### src/rtl/spi_pixel_buffer.sv
// ---------------------------------------------------------------------------
// spi_pixel_buffer
//   SPI-slave (mode 0) front end plus a double-buffered pixel RAM that feeds
//   a ws2812 serializer. The host writes RGB frames into the back bank over
//   SPI. A SHOW command swaps the banks and pulses start_o. The serializer
//   reads the front bank through data_request_i/address_i while the host
//   refills the back bank.
//
// Ports
//   clk_i, reset_ni          system clock, async active-low reset
//   sclk_i, cs_ni, mosi_i    SPI inputs (async to clk_i, synchronised here)
//   miso_o                   SPI status byte {busy, swap_pending, front, 5'b0}
//   busy_i                   serializer busy
//   data_request_i/address_i serializer pixel read request and LED index
//   red_o/green_o/blue_o     registered front-bank pixel
//   start_o                  one-cycle start pulse to the serializer
//   led_count_o              active LED count
//
// Host commands (first byte of a chip-select frame)
//   0x01  pixel write: following bytes are R,G,B,R,G,B,... from pixel 0
//   0x02  LED count: the next byte sets led_count_o (saturated)
//   0x03  show: swap banks and start the serializer
// ---------------------------------------------------------------------------
module spi_pixel_buffer #(
    parameter  int NUM_LEDS = 8,
    localparam int ADDR_W   = $clog2(NUM_LEDS)
) (
    input  logic              clk_i,
    input  logic              reset_ni,
    input  logic              sclk_i,
    input  logic              cs_ni,
    input  logic              mosi_i,
    output logic              miso_o,
    input  logic              busy_i,
    input  logic              data_request_i,
    input  logic [ADDR_W-1:0] address_i,
    output logic [7:0]        red_o,
    output logic [7:0]        green_o,
    output logic [7:0]        blue_o,
    output logic              start_o,
    output logic [ADDR_W-1:0] led_count_o
);

    localparam int                LED_MAX    = 2**ADDR_W - 1;
    localparam logic [ADDR_W:0]   NUM_LEDS_W = (ADDR_W+1)'(NUM_LEDS);
    localparam logic [7:0]        CMD_WRITE  = 8'h01;
    localparam logic [7:0]        CMD_COUNT  = 8'h02;
    localparam logic [7:0]        CMD_SHOW   = 8'h03;

    typedef enum logic [2:0] {
        S_IDLE,
        S_CMD,
        S_WRITE,
        S_COUNT,
        S_DISCARD
    } state_t;

    // -----------------------------------------------------------------------
    // Synchronisers. Index [1] is the synced value, [2] the previous synced
    // value used for edge detection. cs resets high so leaving reset never
    // looks like a frame start.
    // -----------------------------------------------------------------------
    logic [2:0] sclk_q;
    logic [2:0] cs_q;
    logic [1:0] mosi_q;

    always_ff @(posedge clk_i or negedge reset_ni) begin
        if (!reset_ni) begin
            sclk_q <= '0;
            cs_q   <= '1;
            mosi_q <= '0;
        end else begin
            // NOTE: sequential state uses non-blocking assignments so every
            // flop samples the pre-edge values of its neighbours.
            sclk_q <= {sclk_q[1:0], sclk_i};
            cs_q   <= {cs_q[1:0], cs_ni};
            mosi_q <= {mosi_q[0], mosi_i};
        end
    end

    logic sclk_rise, sclk_fall, cs_fall, cs_rise, cs_active;

    assign sclk_rise = sclk_q[1] & ~sclk_q[2];
    assign sclk_fall = ~sclk_q[1] & sclk_q[2];
    assign cs_fall   = ~cs_q[1] & cs_q[2];
    assign cs_rise   = cs_q[1] & ~cs_q[2];
    assign cs_active = ~cs_q[1];

    // -----------------------------------------------------------------------
    // Shift registers
    // -----------------------------------------------------------------------
    logic [7:0] rx;
    logic [7:0] tx;
    logic [2:0] bit_cnt;
    logic       rx_valid;
    logic       front;
    logic       swap_pending;
    logic [7:0] status;

    assign status = {busy_i, swap_pending, front, 5'b0};

    always_ff @(posedge clk_i or negedge reset_ni) begin
        if (!reset_ni) begin
            rx       <= '0;
            tx       <= '0;
            bit_cnt  <= '0;
            rx_valid <= 1'b0;
        end else begin
            rx_valid <= 1'b0;
            if (cs_rise) begin
                // A partial byte is simply abandoned.
                bit_cnt <= '0;
            end else if (cs_fall) begin
                bit_cnt <= '0;
                tx      <= status;
            end else if (cs_active) begin
                if (sclk_rise) begin
                    rx      <= {rx[6:0], mosi_q[1]};
                    bit_cnt <= bit_cnt + 3'd1;
                    if (bit_cnt == 3'd7) begin
                        rx_valid <= 1'b1;
                        tx       <= status;
                    end
                end else if (sclk_fall) begin
                    tx <= {tx[6:0], 1'b0};
                end
            end
        end
    end

    assign miso_o = cs_active & tx[7];

    // -----------------------------------------------------------------------
    // Command FSM
    // -----------------------------------------------------------------------
    state_t state_q, state_d;
    logic   show_req;
    logic   ptr_clr;
    logic   wr_en;
    logic   count_we;

    always_ff @(posedge clk_i or negedge reset_ni) begin
        if (!reset_ni) state_q <= S_IDLE;
        else           state_q <= state_d;
    end

    always_comb begin
        // NOTE: every output of this block gets a default first, so no path
        // leaves a variable unassigned and no latch is inferred.
        state_d  = state_q;
        show_req = 1'b0;
        ptr_clr  = 1'b0;
        wr_en    = 1'b0;
        count_we = 1'b0;
        unique case (state_q)
            S_IDLE: begin
                if (cs_fall) state_d = S_CMD;
            end
            S_CMD: begin
                if (rx_valid) begin
                    case (rx)
                        CMD_WRITE: begin
                            state_d = S_WRITE;
                            ptr_clr = 1'b1;
                        end
                        CMD_COUNT: state_d = S_COUNT;
                        CMD_SHOW: begin
                            show_req = 1'b1;
                            state_d  = S_DISCARD;
                        end
                        default:   state_d = S_DISCARD;
                    endcase
                end
            end
            S_WRITE: begin
                wr_en = rx_valid;
            end
            S_COUNT: begin
                if (rx_valid) begin
                    count_we = 1'b1;
                    state_d  = S_DISCARD;
                end
            end
            S_DISCARD: ;
            default:   state_d = S_IDLE;
        endcase
        if (cs_rise) state_d = S_IDLE;
    end

    // -----------------------------------------------------------------------
    // Write pointer: pixel index plus colour channel, saturating at the end
    // of the bank instead of wrapping back to pixel 0.
    // -----------------------------------------------------------------------
    logic [ADDR_W:0]   pix;
    logic [1:0]        chan;
    logic              ptr_full;
    logic              ram_we;
    logic [ADDR_W-1:0] pix_idx;

    assign ptr_full = (pix == NUM_LEDS_W);
    assign ram_we   = wr_en & ~ptr_full;
    assign pix_idx  = pix[ADDR_W-1:0];

    always_ff @(posedge clk_i or negedge reset_ni) begin
        if (!reset_ni) begin
            pix  <= '0;
            chan <= '0;
        end else if (ptr_clr) begin
            pix  <= '0;
            chan <= '0;
        end else if (ram_we) begin
            if (chan == 2'd2) begin
                chan <= '0;
                pix  <= pix + 1'b1;
            end else begin
                chan <= chan + 2'd1;
            end
        end
    end

    // -----------------------------------------------------------------------
    // Pixel RAM, two banks. Host writes always target the back bank (~front)
    // and reads always target the front bank, so they never collide.
    // -----------------------------------------------------------------------
    logic [7:0] mem_r [2][NUM_LEDS];
    logic [7:0] mem_g [2][NUM_LEDS];
    logic [7:0] mem_b [2][NUM_LEDS];
    logic       back;

    assign back = ~front;

    // NOTE: the RAM has no reset; its contents are undefined until the host
    // writes a frame, which lets it map onto plain memory.
    always_ff @(posedge clk_i) begin
        if (ram_we) begin
            case (chan)
                2'd0:    mem_r[back][pix_idx] <= rx;
                2'd1:    mem_g[back][pix_idx] <= rx;
                2'd2:    mem_b[back][pix_idx] <= rx;
                default: ;
            endcase
        end
    end

    // Read port: a swap in the same cycle still sees the pre-swap front, and
    // a later swap never touches the already registered pixel.
    logic addr_ok;

    assign addr_ok = ({1'b0, address_i} < NUM_LEDS_W);

    always_ff @(posedge clk_i or negedge reset_ni) begin
        if (!reset_ni) begin
            red_o   <= '0;
            green_o <= '0;
            blue_o  <= '0;
        end else if (data_request_i) begin
            if (addr_ok) begin
                red_o   <= mem_r[front][address_i];
                green_o <= mem_g[front][address_i];
                blue_o  <= mem_b[front][address_i];
            end else begin
                red_o   <= '0;
                green_o <= '0;
                blue_o  <= '0;
            end
        end
    end

    // -----------------------------------------------------------------------
    // Bank swap and start pulse. A SHOW swaps at once unless the serializer
    // is busy or a start went out in the last two cycles; otherwise it is
    // remembered in swap_pending and serviced once busy_i drops. A SHOW and
    // a pending service in the same cycle yield a single swap.
    // -----------------------------------------------------------------------
    logic start_d;
    logic do_swap;

    assign do_swap = ~busy_i & ((show_req & ~start_o & ~start_d) |
                                (swap_pending & ~start_o));

    always_ff @(posedge clk_i or negedge reset_ni) begin
        if (!reset_ni) begin
            front        <= 1'b0;
            swap_pending <= 1'b0;
            start_o      <= 1'b0;
            start_d      <= 1'b0;
        end else begin
            start_o <= do_swap;
            start_d <= start_o;
            if (do_swap) begin
                front        <= ~front;
                swap_pending <= 1'b0;
            end else if (show_req) begin
                swap_pending <= 1'b1;
            end
        end
    end

    // -----------------------------------------------------------------------
    // LED count, saturated to the largest index the address bus can carry.
    // -----------------------------------------------------------------------
    always_ff @(posedge clk_i or negedge reset_ni) begin
        if (!reset_ni) begin
            led_count_o <= ADDR_W'(LED_MAX);
        end else if (count_we) begin
            led_count_o <= (rx > 8'(LED_MAX)) ? ADDR_W'(LED_MAX) : rx[ADDR_W-1:0];
        end
    end

endmodule

### config.mk
export PLATFORM = sky130hd
export DESIGN_NAME = spi_pixel_buffer
export DESIGN_NICKNAME = d
export VERILOG_FILES = /design/src/rtl/spi_pixel_buffer.sv
export SDC_FILE = /design/constraint.sdc
export NUM_CORES = 1
export LEC_CHECK = 0
export CAP_MARGIN = 15
export CORE_ASPECT_RATIO = 1.2
export CORE_MARGIN = 10
export CORE_UTILIZATION = 45
export DETAILED_ROUTE_END_ITERATION = 8
export GPL_TIMING_DRIVEN = 0
export PLACE_DENSITY = 0.71
export SYNTH_ARGS = -nofsm -noshare
export SYNTH_HDL_FRONTEND = slang
export SYNTH_SLANG_ARGS = --single-unit
export TNS_END_PERCENT = 1
### constraint.sdc
create_clock -name clk_i -period 3.46 [get_ports clk_i]
set_input_delay 0.692 -clock clk_i [delete_from_list [all_inputs] [get_ports clk_i]]
set_output_delay 0.692 -clock clk_i [all_outputs]
set_load 0.01 [all_outputs]
==> metrics, run 1 <==
slowest stage delay, CP=0.70 ns; crit path kind=reg2reg; row cnt=roughly 80; GRT overflow=0; final core occ=0.521; CTS root buffer=clkbuf_16; final setup margin=roughly 0.64 ns; HPWL Detailed=approximately 23,000 um; unrepaired setup endpoints after global routing=false; slowest CP cell=nor2_1; f_max=0.354 GHz; clk_lat worst skew=approximately 0.54 ns; initial antenna violation count=0; EDFF count, synth=384; Yosys top cell area share=0.671; layout cells sized above 1=0.244; Worst Setup Start Kind=flop; routed via count=8,365; synth-to-layout area growth=14.5%; fin crit period=2.82 ns; residual DRC count=0; first-pass detailed-route iteration total=5; dpl cells=between 1,000 and 1,500; Layout Nets=between 900 and 1,000; die width=198 um; power density cells=around 630 nW/um^2; Final Hold Vio Count=0; Arrival @ worst endpoint=a little under 3 ns; Final GP Congestion=~0.79; FF+latch area=~13,000 sq um; relative slew slack=0.301; Post-CTS Hold Fix Bufs=0; Final ANT Viol Nets=0; multi-input gate area in the final layout=about 3800 sq um; post-CTS resize count=0; vias in the first global route=approximately 8,800; Syn Inst Count=about 860; Max Slew Vio Count=0; Post-Syn Area=17,200 sq um; ant diodes=0; Max Clock Skew=about 0.020 ns; Clock Pin Slew Worst Setup and Hold Paths=0.07 ns; post-synthesis sequential area ratio=0.763; vias per cell=5.75; die height=between 200 and 250 um; Critical Path RT=between 3 and 4 ns; CP cell instances=inv_1, ha_1, nand3b_1, nand2_1, or4_1, clkbuf_1, nor2_1; most frequent cells in the layout=edfxtp_1, mux4_2, nor2_1, dfrtp_1, o22ai_1; syn avg cell area=roughly 20 sq um; dpl ws=between 0.4 and 0.5 ns; Max VDD drop=~0.00032 V; TritonCTS clock tree=yes; port bufs=35; non-filler cells in the finished layout=1,454; gr usage total=0.158; worst reg2reg path depth=7; crit end category=flop; commonest non-fill, non-tap cell in the layout=edfxtp_1; 1st-iter DRT viols=847; Max Cap Violations=0; H-tree depth reported by CTS=2; ys async rst share=0.141; most common flop cell mapped by yosys=edfxtp_1; syn_nets=876; FF+latch count, synth=between 400 and 500; largest fanout on the critical path=8; Worst Tran Pin Value=roughly 1.0 ns; post-synth cell types=41; clk buf depth=3; Yosys top cell by area=edfxtp_1; final setup fails=0; clk sinks=447; DR WL/cell=24.6 um; P_leak=around 6.3 nW; Die Area=46,400 sq um; global-route wire length before repair=~55,000 um; Yosys warning total=0; Ports=39; Post-CTS Setup Repair Bufs=0; total power=between 0.01 and 0.015 W; final hold slack=between 0.2 and 0.25 ns; routed wire length=35,700 um; worst hold path class=in2async; Filler cells=2,908; cts bufs inserted=between 40 and 50; status=finished clean; pin count of the biggest net entering global routing=64; Starting Density=0.455; Final Cycle Share=0.815; Area contributors post-synth=edfxtp_1, mux4_2, dfrtp_1; core box area=between 30,000 and 40,000 sq um
-- path summary, 6_finish.rpt --
| kind | start | to | slack [ns] |
|---|---|---|---|
| worst max-delay path | pix[0] | mem_r[1][22] | 0.64 |
| worst min-delay path | reset_ni | sclk_q[1] | 0.24 |
| worst max register to register | pix[0] | mem_r[1][22] | 0.64 |
| worst min register to register | mosi_q[0] | mosi_q[1] | 0.35 |
| max in group asynchronous | reset_ni | rx[2] | 2.63 |
| min in group clk_i | mosi_q[0] | mosi_q[1] | 0.35 |
-- synth_stat cells (2+ instances only) --
master    count
ha_1          7
a21oi_1      32
dfstp_2       6
or2_2         3
nor3_1        8
nand2_1      15
nand3b_1      2
xnor2_1       3
or3_1         6
or4_4         2
nand2b_1      2
nand3_1       8
nor4b_1       2
inv_1         9
or4_1         2
mux4_2       96
buf_2        14
mux2_2       37
nand4_1       3
nor2b_1       3
o22ai_1      49
clkbuf_1     28
edfxtp_1    384
nor2_1       56
buf_1         4
o21ai_0       7
dfrtp_1      57
-- routing by layer --
metal,up-vias,global-route usage,part of all wire
met1,4392,0.209,0.42
met3,57,0.0242,0.054
li1,3669,-,-
met4,0,0.0505,0.023
met5,-,0,0
met2,247,0.264,0.50
-- per-stage QoR --
| step | setup TNS, ns | cell area, sq um |
|---|---|---|
| finish | 0 | 19700 |
| global route | 0 | 19700 |
| floorplan | 0 | 17200 |
| global placement | -26.21 | 18100 |
| CTS | 0 | 19700 |
| detailed placement | 0 | 18200 |
-- critical path, delay by kind of cell, from the launching register on --
kind | cells | cell delay [ns]
AND/OR/NAND/NOR | 4 | 1.45
flip-flops | 1 | 0.42
buffers and inverters | 2 | 0.36
adder cells (fa/ha/maj) | 1 | 0.22
-- flip-flops by register name, indices dropped and copies added (netlist names) --
register,flops
bit_cnt,3
blue_o,8
chan,2
cs_q,3
front,1
green_o,8
led_count_o,3
mem_b,128
mem_g,128
mem_r,128
mosi_q,2
pix,4
red_o,8
rx,8
rx_valid,1
sclk_q,3
start_d,1
start_o,1
state_q,3
swap_pending,1
tx,3
-- final cells by class --
| cell class | instances | area share |
|---|---|---|
| plain buffers | 46 | 0.00967 |
| clock buffers | 50 | 0.0571 |
| clock inverters | 25 | 0.0162 |
| inverters | 9 | 0.00172 |
| multi-input cells | 357 | 0.195 |
| flip-flops and latches | 447 | 0.667 |
| well taps | 480 | 0.0305 |
| repair buffers | 40 | 0.0221 |
-- kinds of logic after synthesis --
kind of cell,synth area share
DFF,0.763
muxes,0.151
and+or+nand+nor,0.0339
AOI/OAI and AO/OA,0.0318
buffers and inverters,0.0130
adders and majority gates,0.00510
xor gates and xnor gates,0.00204
-- power by group --
group,switching [W],internal (W)
Combinational,0.000487,0.000438
Clock,0.00195,0.00285
Sequential,0.000446,0.00629
(Power assumes the default switching activity.)
==> run 2: changes to the inputs <==
--- a/config.mk
+++ b/config.mk
@@ -11,7 +11,7 @@
 export CORE_UTILIZATION = 45
 export DETAILED_ROUTE_END_ITERATION = 8
 export GPL_TIMING_DRIVEN = 0
-export PLACE_DENSITY = 0.71
+export PLACE_DENSITY = 0.73
 export SYNTH_ARGS = -nofsm -noshare
 export SYNTH_HDL_FRONTEND = slang
 export SYNTH_SLANG_ARGS = --single-unit
==> constraint.sdc (replaced) <==
create_clock -name clk_i -period 2.4 [get_ports clk_i]
set_input_delay 0.48 -clock clk_i [delete_from_list [all_inputs] [get_ports clk_i]]
set_output_delay 0.48 -clock clk_i [all_outputs]
set_load 0.01 [all_outputs]
==> metrics, run 2 (synthesis results as in run 1) <==
status=finished, violations left; failing checks=negative setup slack; Final Hold Vio Count=0 (unchanged); Crit path buffers/inverters=0 (-2); H-tree depth reported by CTS=2 (unchanged); Flop pwr share=0.563 (+0.022); commonest non-fill, non-tap cell in the layout=edfxtp_1; dpl ws=-0.431 ns (-0.870 ns); Placement Cell Area=18,200 sq um (-0.30%); slowest CP cell=dfrtp_4; crit end category=flop; Starting Density=0.455 (unchanged); die width=198 um (unchanged); DR WL/cell=24.7 um (+0.67%); CP most frequent cell=or4_4; final core occ=0.527 (+0.00666); Layout Nets=962 (+0.21%); die height=234 um (unchanged); power density cells=862 nW/um^2 (+36%); gr usage total=0.158 (+0.000159); fin crit period=2.50 ns (-0.322 ns); largest fanout on the critical path=50 (+42); Max Slew Vio Count=0 (unchanged); Final GP Congestion=0.801 (+1.2%); Filler cells=2,818 (-3.1%); logic gate share of total power=0.078 (+0.004); Max Cap Violations=0 (unchanged); routed wire length=36,000 um (+0.88%); vias per cell=5.87 (+2.0%); synth-to-layout area growth=15.9%; GRT overflow=0 (unchanged); clk buf depth=3 (unchanged); Max Clock Skew=0.0188 ns (-0.00100 ns); P_leak=6.34 nW (about the same); final setup fails=42 (+42); Final Instance Area=19,900 sq um (+1.3%); ant diodes=0 (unchanged); crit path kind=reg2reg; most frequent cells in the layout=edfxtp_1, mux4_2, o22ai_1, dfrtp_1, clkbuf_16; routed via count=8,548 (+2.2%); internal power=0.0131 W (+37%); Max VDD drop=0.000402 V (+26%); Psw=0.00404 W (+40%); Post-CTS Hold Fix Bufs=0 (unchanged); Sw Share=0.235 (+0.00401); clk_lat worst skew=0.55 ns (about the same); worst hold path class=in2async; row cnt=78 (unchanged); f_max=0.400 GHz (+13%); Clock Pin Slew Worst Setup and Hold Paths=0.06 ns (about the same); cts bufs inserted=40 (-4.8%); Worst Tran Pin Value=0.995 ns (-0.0541 ns); post-route setup TNS=-0.814 ns (-0.814 ns); final setup margin=-0.0993 ns (-0.738 ns); 1st-iter DRT viols=829 (-2.1%); Worst Setup Start Kind=flop; Final ANT Viol Nets=0 (unchanged); vias in the first global route=8,922 (+1.4%); relative slew slack=0.337 (+0.0360); Clock Power Share=0.359 (-0.026); CTS root buffer=clkbuf_16; HPWL Detailed=22,700 um (-1.3%); final hold slack=0.0590 ns (-0.182 ns); TritonCTS clock tree=yes; clk sinks=447 (unchanged); initial antenna violation count=1 (+1); slowest stage delay, CP=0.68 ns (-0.02 ns); global-route wire length before repair=55,600 um (+0.95%); Die Area=46,400 sq um (unchanged); Critical Path RT=2.85 ns (-0.77 ns); CP cell instances=or4_4, or3_4, or4_4, a211oi_2; port bufs=35 (unchanged); r2r setup slk=-0.1 ns (-0.74 ns); pin count of the biggest net entering global routing=64 (unchanged); residual DRC count=0 (unchanged); Arrival @ worst endpoint=2.95 ns (-0.03 ns); Largest delay share family, worst path=simple AND/OR/NAND/NOR gates; core box area=37,800 sq um (unchanged); Ports=39 (unchanged); first-pass detailed-route iteration total=5 (unchanged); Final Cycle Share=1.04 (+0.226); multi-input gate area in the final layout=4140 sq um (+7.9%); Top Registers=mem_b (128), mem_g (128), mem_r (128); unrepaired setup endpoints after global routing=true; layout cells sized above 1=0.304 (+0.0596); FF+latch area=13,100 sq um (+0.10%)
[run 2: final timing paths]
kind                         endpoint  cells after the start      start
max reg2reg                state_q[1]                      4      rx[7]
min reg2reg                 sclk_q[1]                      0  sclk_q[0]
max                        state_q[1]                      4      rx[7]
min in group clk_i          sclk_q[1]                      0  sclk_q[0]
min                             tx[7]                      1   reset_ni
max in group asynchronous       rx[6]                      1   reset_ni
[run 2: cell type report]
cell class              count  share of cell area
flip-flops and latches    447               0.660
multi-input cells         357               0.208
clock buffers              53              0.0568
well taps                 480              0.0302
repair buffers             48              0.0281
plain buffers              42             0.00886
clock inverters            21             0.00666
inverters                   9             0.00170
[run 2: power by group through the flow]
stage | logic, W | registers (W) | clock network (W)
after detailed placement | 0.00133 | 0.00985 | 0
after floorplan | 0.000673 | 0.00963 | 0
final | 0.00134 | 0.00967 | 0.00616
after global placement | 0.00120 | 0.00989 | 0
after global routing | 0.00145 | 0.00975 | 0.00655
after CTS | 0.00134 | 0.00969 | 0.00623
[run 2: repair_timing]
item                                    in CTS  in global routing
buffers inserted                             9                  1
pin swaps                                   12                  3
cloned                                       0                  0
resized for setup                           84                  8
endpoints found under the setup margin     279                229
[run 2: routing by layer]
layer / up-vias / routed length [um] / GRT usage
met5: - / 9 / 0
met4: 2 / 895 / 0.0527
met3: 59 / 2160 / 0.0244
met2: 288 / 18800 / 0.273
met1: 4527 / 14200 / 0.200
li1: 3672 / - / -
[run 2: per-stage QoR]
stage | power (W) | cells
finish | 0.0172 | 1457
global route | 0.0178 | 1457
floorplan | 0.0103 | 859
global placement | 0.0111 | 1374
CTS | 0.0173 | 1456
detailed placement | 0.0112 | 1377
